### src/rtl/map_tick_generator.sv
// Map-scroll tick generator: one shared elapsed counter compared against a live,
// level-dependent period, plus a slow base-level ramp that raises difficulty over time.
module map_tick_generator #(
  parameter int BASE_LEVELS   = 4,
  parameter int PLAYER_LEVELS = 4,
  parameter int VEL_W         = 2,
  parameter int LEVEL_W       = 3,
  parameter int PERIOD_W      = 16,
  parameter int PERIOD_0      = 800,
  parameter int PERIOD_STEP   = 100,
  parameter int PERIOD_MIN    = 200,
  parameter int RAMP_CYCLES   = 30000,
  parameter int RAMP_W        = 16
) (
  input  logic               clock,
  input  logic               reset,
  input  logic               clear,
  input  logic               count_map,
  input  logic               ramp_en,
  input  logic [VEL_W-1:0]   velocity,
  output logic               move_map,
  output logic [LEVEL_W-1:0] level,
  output logic [LEVEL_W-1:0] base_level,
  output logic               base_max
);

  localparam int                 VEL_MAX   = PLAYER_LEVELS - 1;
  localparam logic [LEVEL_W-1:0] BASE_TOP  = LEVEL_W'(BASE_LEVELS - 1);
  localparam logic [RAMP_W-1:0]  RAMP_LAST = RAMP_W'(RAMP_CYCLES - 1);

  logic [PERIOD_W-1:0] elapsed_q, elapsed_d;
  logic [RAMP_W-1:0]   ramp_q, ramp_d;
  logic [LEVEL_W-1:0]  base_q, base_d;
  logic                move_q, move_d;

  logic [VEL_W-1:0]    vel_clamped;
  logic [PERIOD_W-1:0] period;
  logic [PERIOD_W:0]   elapsed_inc;
  logic                wrap;

  // Signed int arithmetic so a large level can never underflow below the floor.
  function automatic logic [PERIOD_W-1:0] period_of(input logic [LEVEL_W-1:0] lvl);
    int p;
    p = PERIOD_0 - int'(lvl) * PERIOD_STEP;
    if (p < PERIOD_MIN) p = PERIOD_MIN;
    return PERIOD_W'(p);
  endfunction

  always_comb begin
    vel_clamped = velocity;
    if (int'(velocity) > VEL_MAX) vel_clamped = VEL_W'(VEL_MAX);
  end

  assign level       = base_q + LEVEL_W'(vel_clamped);
  assign period      = period_of(level);
  assign elapsed_inc = {1'b0, elapsed_q} + {{PERIOD_W{1'b0}}, 1'b1};
  // >= rather than == so a level rise past the current elapsed count fires at once.
  assign wrap        = (elapsed_inc >= {1'b0, period});

  always_comb begin
    elapsed_d = elapsed_q;
    ramp_d    = ramp_q;
    base_d    = base_q;
    move_d    = 1'b0;
    if (clear) begin
      elapsed_d = '0;
      ramp_d    = '0;
      base_d    = '0;
    end else if (count_map) begin
      if (wrap) begin
        elapsed_d = '0;
        move_d    = 1'b1;
      end else begin
        elapsed_d = elapsed_inc[PERIOD_W-1:0];
      end
      if (ramp_en) begin
        if (base_q < BASE_TOP) begin
          if (ramp_q == RAMP_LAST) begin
            ramp_d = '0;
            base_d = base_q + LEVEL_W'(1);
          end else begin
            ramp_d = ramp_q + RAMP_W'(1);
          end
        end else begin
          ramp_d = '0;
        end
      end
    end
  end

  always_ff @(posedge clock or negedge reset) begin
    if (!reset) begin
      elapsed_q <= '0;
      ramp_q    <= '0;
      base_q    <= '0;
      move_q    <= 1'b0;
    end else begin
      elapsed_q <= elapsed_d;
      ramp_q    <= ramp_d;
      base_q    <= base_d;
      move_q    <= move_d;
    end
  end

  assign move_map   = move_q;
  assign base_level = base_q;
  assign base_max   = (base_q == BASE_TOP);

endmodule

### config.mk
export PLATFORM = sky130hd
export DESIGN_NAME = map_tick_generator
export DESIGN_NICKNAME = d
export VERILOG_FILES = /design/src/rtl/map_tick_generator.sv
export SDC_FILE = /design/constraint.sdc
export NUM_CORES = 1
export LEC_CHECK = 0
export BUFFER_PORTS_ARGS = -buffer_cell sky130_fd_sc_hd__buf_2
export CAP_MARGIN = 30
export CORE_ASPECT_RATIO = 1.25
export CORE_UTILIZATION = 61
export DETAILED_ROUTE_END_ITERATION = 10
export PLACE_DENSITY = 0.8
export SYNTH_ARGS = -nofsm -noshare
export SYNTH_HDL_FRONTEND = slang
export SYNTH_SLANG_ARGS = --single-unit
### constraint.sdc
create_clock -name clock -period 6.6 [get_ports clock]
set_clock_uncertainty 0.05 [all_clocks]
set_input_delay 0.33 -clock clock [delete_from_list [all_inputs] [get_ports clock]]
set_output_delay 0.33 -clock clock [all_outputs]
set_load 0.05 [all_outputs]
==> results of run 1 <==
## state kept, by name, summed over array words and instances, names as in the netlist
register / flops
elapsed_q: 16
ramp_q: 16
base_level: 3
move_map: 1
## worst paths after layout
| path | depth (start not counted) | slack, ns | to | start |
|---|---|---|---|---|
| max | 19 | 1.31 | elapsed_q[15] | base_level[0] |
| max in group asynchronous | 1 | 5.93 | ramp_q[12] | reset |
| min in group clock | 2 | 0.30 | base_level[2] | clear |
| min reg2reg | 2 | 0.47 | ramp_q[1] | ramp_q[1] |
| min | 1 | 0.08 | ramp_q[15] | reset |
| max reg2reg | 19 | 1.31 | elapsed_q[15] | base_level[0] |
## cells in the mapped netlist (2+ instances only)
cell type  instances
ha_1              31
a31oi_1            3
xnor2_1           15
xor2_1            17
a21oi_2            2
a21oi_1            9
o21ai_0            9
inv_1             12
a22o_1            10
nand4_1            8
a211oi_1           2
nor2b_1            3
and4_1             2
a21o_1             4
nand2b_1           7
nand2_1           24
or2_2              2
nor3_1             4
nand3_1           14
and3_1             4
o21ai_1            2
buf_4              2
dfrtp_1           36
nor2_1            26
## worst max-delay path, cell delays in order, from the launching register on
cell	delay (ns)
dfrtp_1	0.44
ha_1	0.18
inv_1	0.05
fa_1	0.37
xor2_1	0.30
inv_1	0.13
ha_1	0.30
ha_1	0.20
ha_1	0.18
or2_2	0.29
xor2_1	0.16
nor4b_1	0.30
ha_1	0.35
nand2b_1	0.18
ha_1	0.30
a211oi_1	0.28
nand4_1	0.24
a21oi_2	0.59
a21oi_1	0.15
o21ai_1	0.18
## logic make-up after synthesis
family | after synthesis | synth area share (%)
buf+inv | 17 | 3.26
fa+ha+maj | 32 | 15.6
simple gates | 104 | 21.3
flops | 36 | 34.5
compound gates | 52 | 14.7
xor+xnor | 32 | 10.7
## metal layers
layer	wire [µm]	up-vias	part of all wire (%)	track usage, %
met5	0	-	0	0
met4	103	0	2.0	12.1
met3	100	11	2.0	4.30
met2	2740	24	54	44.3
met1	2160	985	42	29.7
li1	-	1006	-	-
## final cells by class
cell class	count	area, µm²
sequential	36	901
clock inverter	1	7.51
inverter	12	45.0
multi-input combinational	220	1630
timing repair buffer	14	70.1
fill	328	1290
tap	56	70.1
clock buffer	7	86.3
## placed cells by master (no fill, tap or decap), drive strengths merged, types with 12 or more instances in the layout
cell   instances
xor2          17
nand2         24
inv           12
nor2          27
xnor2         15
ha            31
dfrtp         36
nand3         14
buf           14
## where the power goes
group / leakage (nW) / total (W) / internal [W] / switching, W
Combinational: 0.812 / 0.000232 / 0.0000898 / 0.000142
Clock: 0.0445 / 0.000165 / 0.0000849 / 0.0000801
Sequential: 0.498 / 0.000235 / 0.000227 / 0.00000810
## stage by stage
step                instance area (µm²)  utilization (%)  power [W]  instances  hold slack (ns)
floorplan                          2610                -   0.000422        273          -0.0156
global placement                   2710             66.2   0.000460        338            0.408
detailed placement                 2710             66.2   0.000471        338            0.416
CTS                                2810             68.5   0.000633        346            0.103
global route                       2810             68.5   0.000673        346            0.143
finish                             2810             68.5   0.000631        346           0.0792
==> flow_metrics.py, run 1 <==
metrics = {
    "worst_setup_path": {
        "cp-end-kind": "flip-flop",
        "crit_type": "flip-flop to flip-flop",
        "cp_data_required_time_ns": 6.76,
        "start_kind": "flip-flop",
        "cp.arrival_ns": 5.45,
        "cp_max_fo": 14,
    },
    "layout": {
        "antenna_cells": 0,
        "drive_gt1_share_pct": 13.4,
        "syn_to_final_growth_pct": 7.42,
        "final_nets": 328,
    },
    "placement": {
        "port_buffers": 14,
        "place_hpwl_mm": 3.81,
        "post-place-ws_ns": 1.37,
        "routabilityCongestion": 0.845,
    },
    "detailed_routing": {
        "viasPerCell": 5.86,
        "first_iter_violations": 69,
        "drt_wl_total_mm": 5.10,
        "drcViolationCount": 0,
        "ant_nets": 0,
        "dr.pass1.iters": 4,
        "vias": 2026,
        "wl_per_cell_um": 14.7,
    },
    "cts": {
        "postCtsSetupBuffers": 0,
        "clkLatencyLatePin_ns": 0.29,
        "cts_tree": "done",
        "clock-sinks": 36,
        "htree_levels": 2,
        "clock_path_buffers": 2,
        "cts_buffers": 5,
        "clkTransAtPathRegs_ns": 0.08,
        "ctsHoldBuffers": 0,
        "cts_resized": 0,
        "cts_root_buf": "clkbuf_8",
    },
    "yosys": {
        "avgSynthCellArea_um2": 9.57,
        "synth_top_area_cell": "dfrtp_1",
        "ys_seq_area_share_pct": 34.5,
        "synth_edf_count": 0,
        "netlist_instances": 273,
        "synth.top_cells.by_area": "dfrtp_1 34%, ha_1 15%, xor2_1 5.7%, xnor2_1 5.0%, nor2_1 3.7%",
        "synth-main-ff-cell": "dfrtp_1",
        "syn_nets": 312,
        "yosysWarnings": 0,
        "async_flop_share_pct": 100,
        "synth_top_area_share_pct": 34.5,
        "yosys.cell_types.count": 49,
        "yosys_register_bits": 36,
        "syn-cell-area_um2": 2610,
    },
    "sta": {
        "tightest_slew_ns": 0.985,
        "setup_viol": 0,
        "hold_viol_final": 0,
        "slew_headroom_pct": 34.1,
        "rsz0062_at_grt": "no",
        "fin_crit_ns": 5.29,
        "fin_crit_sh_pct": 80.2,
        "setup_tns_ns": 0,
        "postLayoutSetupSlackWorst_ns": 1.31,
        "max_freq_ghz": 0.189,
        "finalMaxSlewViolations": 0,
    },
    "power": {
        "p_per_area_nw_per_um2": 225,
        "peakVddDrop_mv": 0.160,
        "p_leak_nw": 1.35,
    },
    "global_route": {
        "grt_max_degree": 37,
        "antenna_found_initial": 0,
        "first_global_vias": 1989,
        "track_usage_pct": 25.3,
        "grt_first_pass_wirelength_mm": 8.63,
        "grt_remaining_overflow": 0,
    },
    "floorplan": {
        "die-area_um2": 4550,
        "core-area_um2": 4100,
        "fp.dieH_um": 75.2,
        "initial_core_util_pct": 63.7,
        "fp.dieW_um": 60.5,
        "rows": 26,
        "io_pins": 15,
    },
    "worst_hold_path": {
        "hold_class": "input pin to async pin",
    },
    "flow_run": {
        "drv_cap": 0,
    },
    "status": {
        "status": "finished, final reports clean",
    },
}
Power figures use the tool's default switching activity.
==> inputs of run 2 (changes only) <==
--- a/config.mk
+++ b/config.mk
@@ -5,12 +5,13 @@
 export SDC_FILE = /design/constraint.sdc
 export NUM_CORES = 1
 export LEC_CHECK = 0
+export ABC_AREA = 1
 export BUFFER_PORTS_ARGS = -buffer_cell sky130_fd_sc_hd__buf_2
 export CAP_MARGIN = 30
 export CORE_ASPECT_RATIO = 1.25
-export CORE_UTILIZATION = 61
+export CORE_UTILIZATION = 56
 export DETAILED_ROUTE_END_ITERATION = 10
-export PLACE_DENSITY = 0.8
+export PLACE_DENSITY = 0.77
 export SYNTH_ARGS = -nofsm -noshare
 export SYNTH_HDL_FRONTEND = slang
 export SYNTH_SLANG_ARGS = --single-unit
==> constraint.sdc (replaced) <==
create_clock -name clock -period 4.3 [get_ports clock]
set_clock_uncertainty 0.05 [all_clocks]
set_input_delay 0.215 -clock clock [delete_from_list [all_inputs] [get_ports clock]]
set_output_delay 0.215 -clock clock [all_outputs]
set_load 0.05 [all_outputs]
==> flow_metrics.py, run 2 <==
metrics = {
    "worst_hold_path": {
        "hold_class": "input pin to flip-flop",
        "hold_start": "count_map",
    },
    "sta": {
        "fin_crit_ns": 4.31,
        "max_freq_ghz": 0.232,
        "hold_viol_final": 0,
        "slew_headroom_pct": 45.9,
        "fin_crit_sh_pct": 100,
        "rsz0062_at_grt": "yes",
        "setup_tns_ns": -0.0133,
        "finalMaxSlewViolations": 0,
        "tightest_slew_ns": 0.811,
        "postLayoutSetupSlackWorst_ns": -0.0133,
        "setup_viol": 1,
    },
    "power": {
        "seq_power_share_pct": 23.7,
        "clkPwrFrac_pct": 20.6,
        "p_leak_nw": 1.77,
        "swShare_pct": 41.3,
        "p_per_area_nw_per_um2": 455,
        "p_int_w": 0.000924,
        "peakVddDrop_mv": 0.221,
        "pwr-share-comb_pct": 55.7,
        "p_sw_w": 0.000651,
    },
    "global_route": {
        "use_met3_pct": 4.40,
        "grt_max_degree": 37,
        "grt_first_pass_wirelength_mm": 11.2,
        "grtUsageMet1_pct": 29.1,
        "grt_remaining_overflow": 0,
        "grtUsageMet2_pct": 45.5,
        "grt.busiest_layer": "met2",
        "first_global_vias": 2822,
        "track_usage_pct": 25.7,
        "antenna_found_initial": 0,
    },
    "cts": {
        "clock-sinks": 36,
        "cts_root_buf": "clkbuf_8",
        "clkLatencyLatePin_ns": 0.28,
        "cts_buffers": 5,
        "clock_path_buffers": 2,
        "clkTransAtPathRegs_ns": 0.07,
        "htree_levels": 2,
        "cts_tree": "done",
    },
    "layout": {
        "drive_gt1_share_pct": 16.7,
        "final_nets": 492,
        "post-route-cell-area_um2": 3470,
        "antenna_cells": 0,
        "layout_commonest_cell": "nand2_1",
        "syn_to_final_growth_pct": 18.2,
        "layout_common_cells": "112 x nand2_1, 60 x nor2_1, 59 x inv_1",
    },
    "yosys": {
        "avgSynthCellArea_um2": 6.95,
        "netlist_instances": 422,
        "synth_top_area_cell": "dfrtp_1",
        "synth_edf_count": 0,
        "yosysMostFrequentCell": "nand2_1",
        "async_flop_share_pct": 100,
        "synth-main-ff-cell": "dfrtp_1",
        "ys_seq_area_share_pct": 30.7,
        "ys_top_cells_by_count": "112 x nand2_1, 64 x inv_1, 63 x nor2_1",
        "yosys.cell_types.count": 33,
        "yosys_register_bits": 36,
        "synth_top_area_share_pct": 30.7,
        "yosysWarnings": 0,
        "synth.top_cells.by_area": "dfrtp_1 31%, nand2_1 14%, ha_1 13%, inv_1 8.2%, nor2_1 8.1%",
        "syn_nets": 461,
        "syn-cell-area_um2": 2930,
    },
    "detailed_routing": {
        "drcViolationCount": 0,
        "drt_wl_total_mm": 6.43,
        "dr.pass1.iters": 4,
        "viasPerCell": 5.26,
        "first_iter_violations": 86,
        "ant_nets": 0,
        "vias": 2712,
        "wl_per_cell_um": 12.5,
    },
    "floorplan": {
        "initial_core_util_pct": 58.1,
        "io_pins": 15,
        "die-area_um2": 5530,
        "rows": 29,
        "core-area_um2": 5040,
        "fp.dieH_um": 82.9,
        "fp.dieW_um": 66.7,
    },
    "worst_setup_path": {
        "critPathLaunch": "base_level[0]",
        "crit_type": "flip-flop to flip-flop",
        "r2r_start": "base_level[0]",
        "cp_max_fo": 8,
        "start_kind": "flip-flop",
        "cp_data_required_time_ns": 4.39,
        "cp.arrival_ns": 4.40,
        "cp-end-kind": "flip-flop",
    },
    "status": {
        "violations": "setup timing",
        "status": "finished, violations left",
    },
    "placement": {
        "dpl-instance-area_um2": 3190,
        "port_buffers": 14,
        "routabilityCongestion": 0.808,
        "place_hpwl_mm": 4.67,
    },
    "flow_run": {
        "drv_cap": 0,
    },
}
[run 2: cell types whose count changed after synthesis, sizes merged, moves of 7 or more]
cell | before | now
nand3 | 14 | 29
nor2 | 27 | 66
xnor2 | 15 | 6
inv | 12 | 64
nand2b | 7 | 0
nand2 | 24 | 114
a22o | 11 | 0
[run 2: worst max-delay path: stages, from the launching register on]
cell and delay, ns:
dfrtp_2 0.39, ha_4 0.13, inv_2 0.03, fa_2 0.56
clkinvlp_4 0.12, ha_4 0.23, ha_4 0.16, ha_4 0.25
inv_4 0.08, nor2_4 0.04, a21oi_2 0.12, nand2_1 0.07
xnor2_1 0.19, nor3_1 0.07, ha_1 0.32, inv_2 0.10
o21ai_1 0.07, a21oi_1 0.13, ha_1 0.25, nand2_1 0.07
nand2_1 0.05, nand2_1 0.05, nand2_1 0.05, a21oi_2 0.12
nor2_2 0.06, nor2_4 0.16, clkbuf_16 0.19, a21oi_2 0.05
[run 2: cell families (layout without fill, tap and decap cells)]
family	after synthesis	after routing	synth area share (%)
AOI/OAI and AO/OA	38	38	7.42
xor gates and xnor gates	17	17	5.08
adders and majority gates	32	32	13.9
buffers and inverters	68	100	9.09
DFF	36	36	30.7
muxes	1	1	0.341
and+or+nand+nor	230	230	33.4
[run 2: power groups by stage]
stage                     sequential, W  combinational [W]  clock (W)
after global placement         0.000378           0.000746          0
after CTS                      0.000372           0.000833   0.000334
final                          0.000374           0.000878   0.000324
after floorplan                0.000402           0.000580          0
after detailed placement       0.000379           0.000784          0
after global routing           0.000376           0.000986   0.000348
[run 2: cell type report]
type	count	area, µm²
Clock buffer	7	96.3
Sequential cell	36	903
Multi-Input combinational cell	318	1890
Tap cell	62	77.6
Timing Repair Buffer	28	220
Inverter	64	246
Clock inverter	1	30.0
Fill cell	399	1580
[run 2: final timing paths]
check | to | slack (ns) | cells after the start
max | move_map | -0.01 | 27
min | elapsed_q[3] | 0.22 | 4
max reg2reg | move_map | -0.01 | 27
min reg2reg | ramp_q[0] | 0.49 | 1
max in group asynchronous | base_level[0] | 3.13 | 2
min in group asynchronous | elapsed_q[15] | 0.51 | 2
[run 2: metrics by stage]
step,hold WS (ns),instances,utilization [%],worst slack (ns),total power [W]
2_1_floorplan,-0.131,422,-,-0.366,0.000982
3_3_place_gp,0.290,499,63.1,0.0116,0.00112
3_5_place_dp,0.296,500,63.2,-0.0936,0.00116
4_1_cts,0.211,512,66.8,0.0316,0.00154
5_1_grt,0.253,516,68.7,-0.334,0.00171
6_report,0.222,516,68.7,-0.0133,0.00158
[run 2: layer usage]
| metal | share of wire (%) | wire length, µm |
|---|---|---|
| met1 | 43 | 2800 |
| met2 | 53 | 3420 |
| met3 | 1.6 | 104 |
| met4 | 1.7 | 108 |
| met5 | 0 | 0 |
[run 2: repair_timing]
item | 4_1_cts | 5_1_grt
hold buffers | 1 | 0
gates resized for setup | 3 | 10
setup endpoints to repair | 17 | 17
setup buffers | 3 | 3
gates cloned | 0 | 1
pin swaps | 2 | 3
hold endpoints to repair | 36 | 0
==> inputs of run 3 (changes only) <==
--- a/config.mk
+++ b/config.mk
@@ -8,9 +8,10 @@
 export ABC_AREA = 1
 export BUFFER_PORTS_ARGS = -buffer_cell sky130_fd_sc_hd__buf_2
 export CAP_MARGIN = 30
-export CORE_ASPECT_RATIO = 1.25
+export CORE_ASPECT_RATIO = 0.8
 export CORE_UTILIZATION = 56
 export DETAILED_ROUTE_END_ITERATION = 10
+export HOLD_SLACK_MARGIN = 0.08
 export PLACE_DENSITY = 0.77
 export SYNTH_ARGS = -nofsm -noshare
 export SYNTH_HDL_FRONTEND = slang
==> flow_metrics.py, run 3 (synthesis gave the netlist of run 2 again) <==
metrics = {
    "cts": {
        "cts_buffers": 5,
        "clkTransAtPathRegs_ns": 0.08,
        "htree_levels": 2,
        "clock_path_buffers": 2,
        "cts_tree": "done",
        "clkLatencyLatePin_ns": 0.29,
        "cts_root_buf": "clkbuf_8",
        "clock-sinks": 36,
    },
    "layout": {
        "final_nets": 490,
        "syn_to_final_growth_pct": 18.6,
        "post-route-cell-area_um2": 3480,
        "layout_common_cells": "111 x nand2_1, 60 x nor2_1, 59 x inv_1",
        "antenna_cells": 0,
        "layout_commonest_cell": "nand2_1",
        "drive_gt1_share_pct": 17.9,
        "fillers": 416,
        "fin_util_pct": 69.1,
    },
    "sta": {
        "tightest_slew_ns": 0.822,
        "finalMaxSlewViolations": 0,
        "slew_headroom_pct": 45.2,
        "fin_crit_sh_pct": 98.7,
        "setup_viol": 0,
        "max_freq_ghz": 0.236,
        "rsz0062_at_grt": "yes",
        "finalHoldWorstSlack_ns": 0.218,
        "hold_viol_final": 0,
        "setup_tns_ns": 0,
        "fin_crit_ns": 4.24,
    },
    "worst_setup_path": {
        "regToRegEndpoint": "move_map",
        "r2r_slack_ns": 0.06,
        "crit_type": "flip-flop to flip-flop",
        "cp-end-kind": "flip-flop",
        "cp_max_fo": 8,
        "start_kind": "flip-flop",
        "cp_data_required_time_ns": 4.40,
        "cp.arrival_ns": 4.34,
        "worst-r2r-cell-count": 26,
        "r2r_start": "base_level[0]",
    },
    "detailed_routing": {
        "first_iter_violations": 146,
        "drcViolationCount": 0,
        "dr.pass1.iters": 4,
        "wl_per_cell_um": 12.7,
        "viasPerCell": 5.25,
        "vias": 2698,
        "drt_wl_total_mm": 6.54,
        "ant_nets": 0,
    },
    "global_route": {
        "grt_remaining_overflow": 0,
        "antenna_found_initial": 0,
        "grt_max_degree": 37,
        "grt_first_pass_wirelength_mm": 10.9,
        "track_usage_pct": 24.7,
        "first_global_vias": 2481,
    },
    "placement": {
        "routabilityCongestion": 0.830,
        "place_hpwl_mm": 4.76,
        "dpl-instance-area_um2": 3190,
        "port_buffers": 14,
    },
    "worst_hold_path": {
        "hold_start": "ramp_en",
        "holdPathStages": 4,
        "min_to": "ramp_q[15]",
        "hold_class": "input pin to flip-flop",
    },
    "floorplan": {
        "io_pins": 15,
        "rows": 23,
        "core-area_um2": 5040,
        "fp.dieH_um": 66.7,
        "fp.dieW_um": 82.9,
        "die-area_um2": 5530,
        "initial_core_util_pct": 58.2,
    },
    "power": {
        "p_leak_nw": 1.76,
        "peakVddDrop_mv": 0.507,
        "p_per_area_nw_per_um2": 450,
        "p_total_w": 0.00157,
    },
    "flow_run": {
        "drv_cap": 0,
    },
    "status": {
        "status": "finished, final reports clean",
    },
}
-- run 3: changes by cell type in the layout (fill, tap and decap cells not counted), moves of 2 or more --
cell | previous run | this run
buf_4 | 10 | 7
clkbuf_8 | 7 | 5
a21oi_2 | 4 | 6
a21oi_1 | 12 | 10
-- run 3: worst max path at each step --
stage,from,endpoint,slack [ns],cells after the start
finish,base_level[0],move_map,0.06,26
global route,base_level[0],elapsed_q[10],-0.19,27
CTS,base_level[0],elapsed_q[1],0.005,28
detailed placement,base_level[0],elapsed_q[1],-0.11,25
global placement,base_level[0],elapsed_q[2],0.01,25
floorplan,base_level[0],move_map,-0.37,27
-- run 3: final cells by class --
cell class              instances  area (µm²)  share of cell area (%)
multi-input cells             318        1940                    55.6
clock buffers                   6        72.6                    2.09
inverters                      64         246                    7.08
well taps                      62        77.6                    2.23
clock inverters                 2        35.0                    1.01
flip-flops and latches         36         903                    26.0
repair buffers                 26         209                    6.01
-- run 3: worst max-delay path, cell delays in order (launching register included) --
cell and delay, ns:
dfrtp_2 0.39, ha_4 0.13, inv_2 0.03, fa_2 0.55, clkinvlp_4 0.12, ha_4 0.23, ha_4 0.16, ha_4 0.27
inv_4 0.05, nor2_4 0.09, nand4_1 0.09, nand2_1 0.12, xnor2_2 0.13, nor3_2 0.06, ha_1 0.34, inv_2 0.10
nand2_1 0.06, ha_1 0.29, nand2_1 0.11, inv_1 0.06, nand2_1 0.06, nand2_1 0.06, a21oi_2 0.12, nor2_2 0.06
nor2_4 0.15, clkbuf_16 0.19, a21oi_2 0.05
-- run 3: stage by stage --
| step | worst slack [ns] | instances |
|---|---|---|
| after global routing | -0.194 | 514 |
| after global placement | 0.0129 | 499 |
| after detailed placement | -0.108 | 500 |
| after floorplan | -0.366 | 422 |
| after CTS | 0.00542 | 511 |
| final | 0.0559 | 514 |
-- run 3: metal layers --
layer	up-vias	wire [µm]	track usage [%]	part of all wire, %
met1	1235	3240	34.0	50
met5	-	0	0	0
met2	64	2930	40.2	45
met3	6	299	4.34	4.6
met4	0	71	6.68	1.1
li1	1393	-	-	-
-- run 3: power by group --
| group | internal [W] | switching (W) | leakage, nW |
|---|---|---|---|
| Sequential | 0.000355 | 0.0000188 | 0.495 |
| Clock | 0.000172 | 0.000125 | 0.0552 |
| Combinational | 0.000364 | 0.000533 | 1.21 |
-- run 3: what timing repair did --
action / 4_1_cts / 5_1_grt
buffers inserted: 2 / 2
gates cloned: 0 / 1
setup endpoints to repair: 17 / 17
hold buffers: 1 / 0
resized for setup: 1 / 20
pin swaps: 1 / 8
endpoints found under the hold margin: 36 / 0
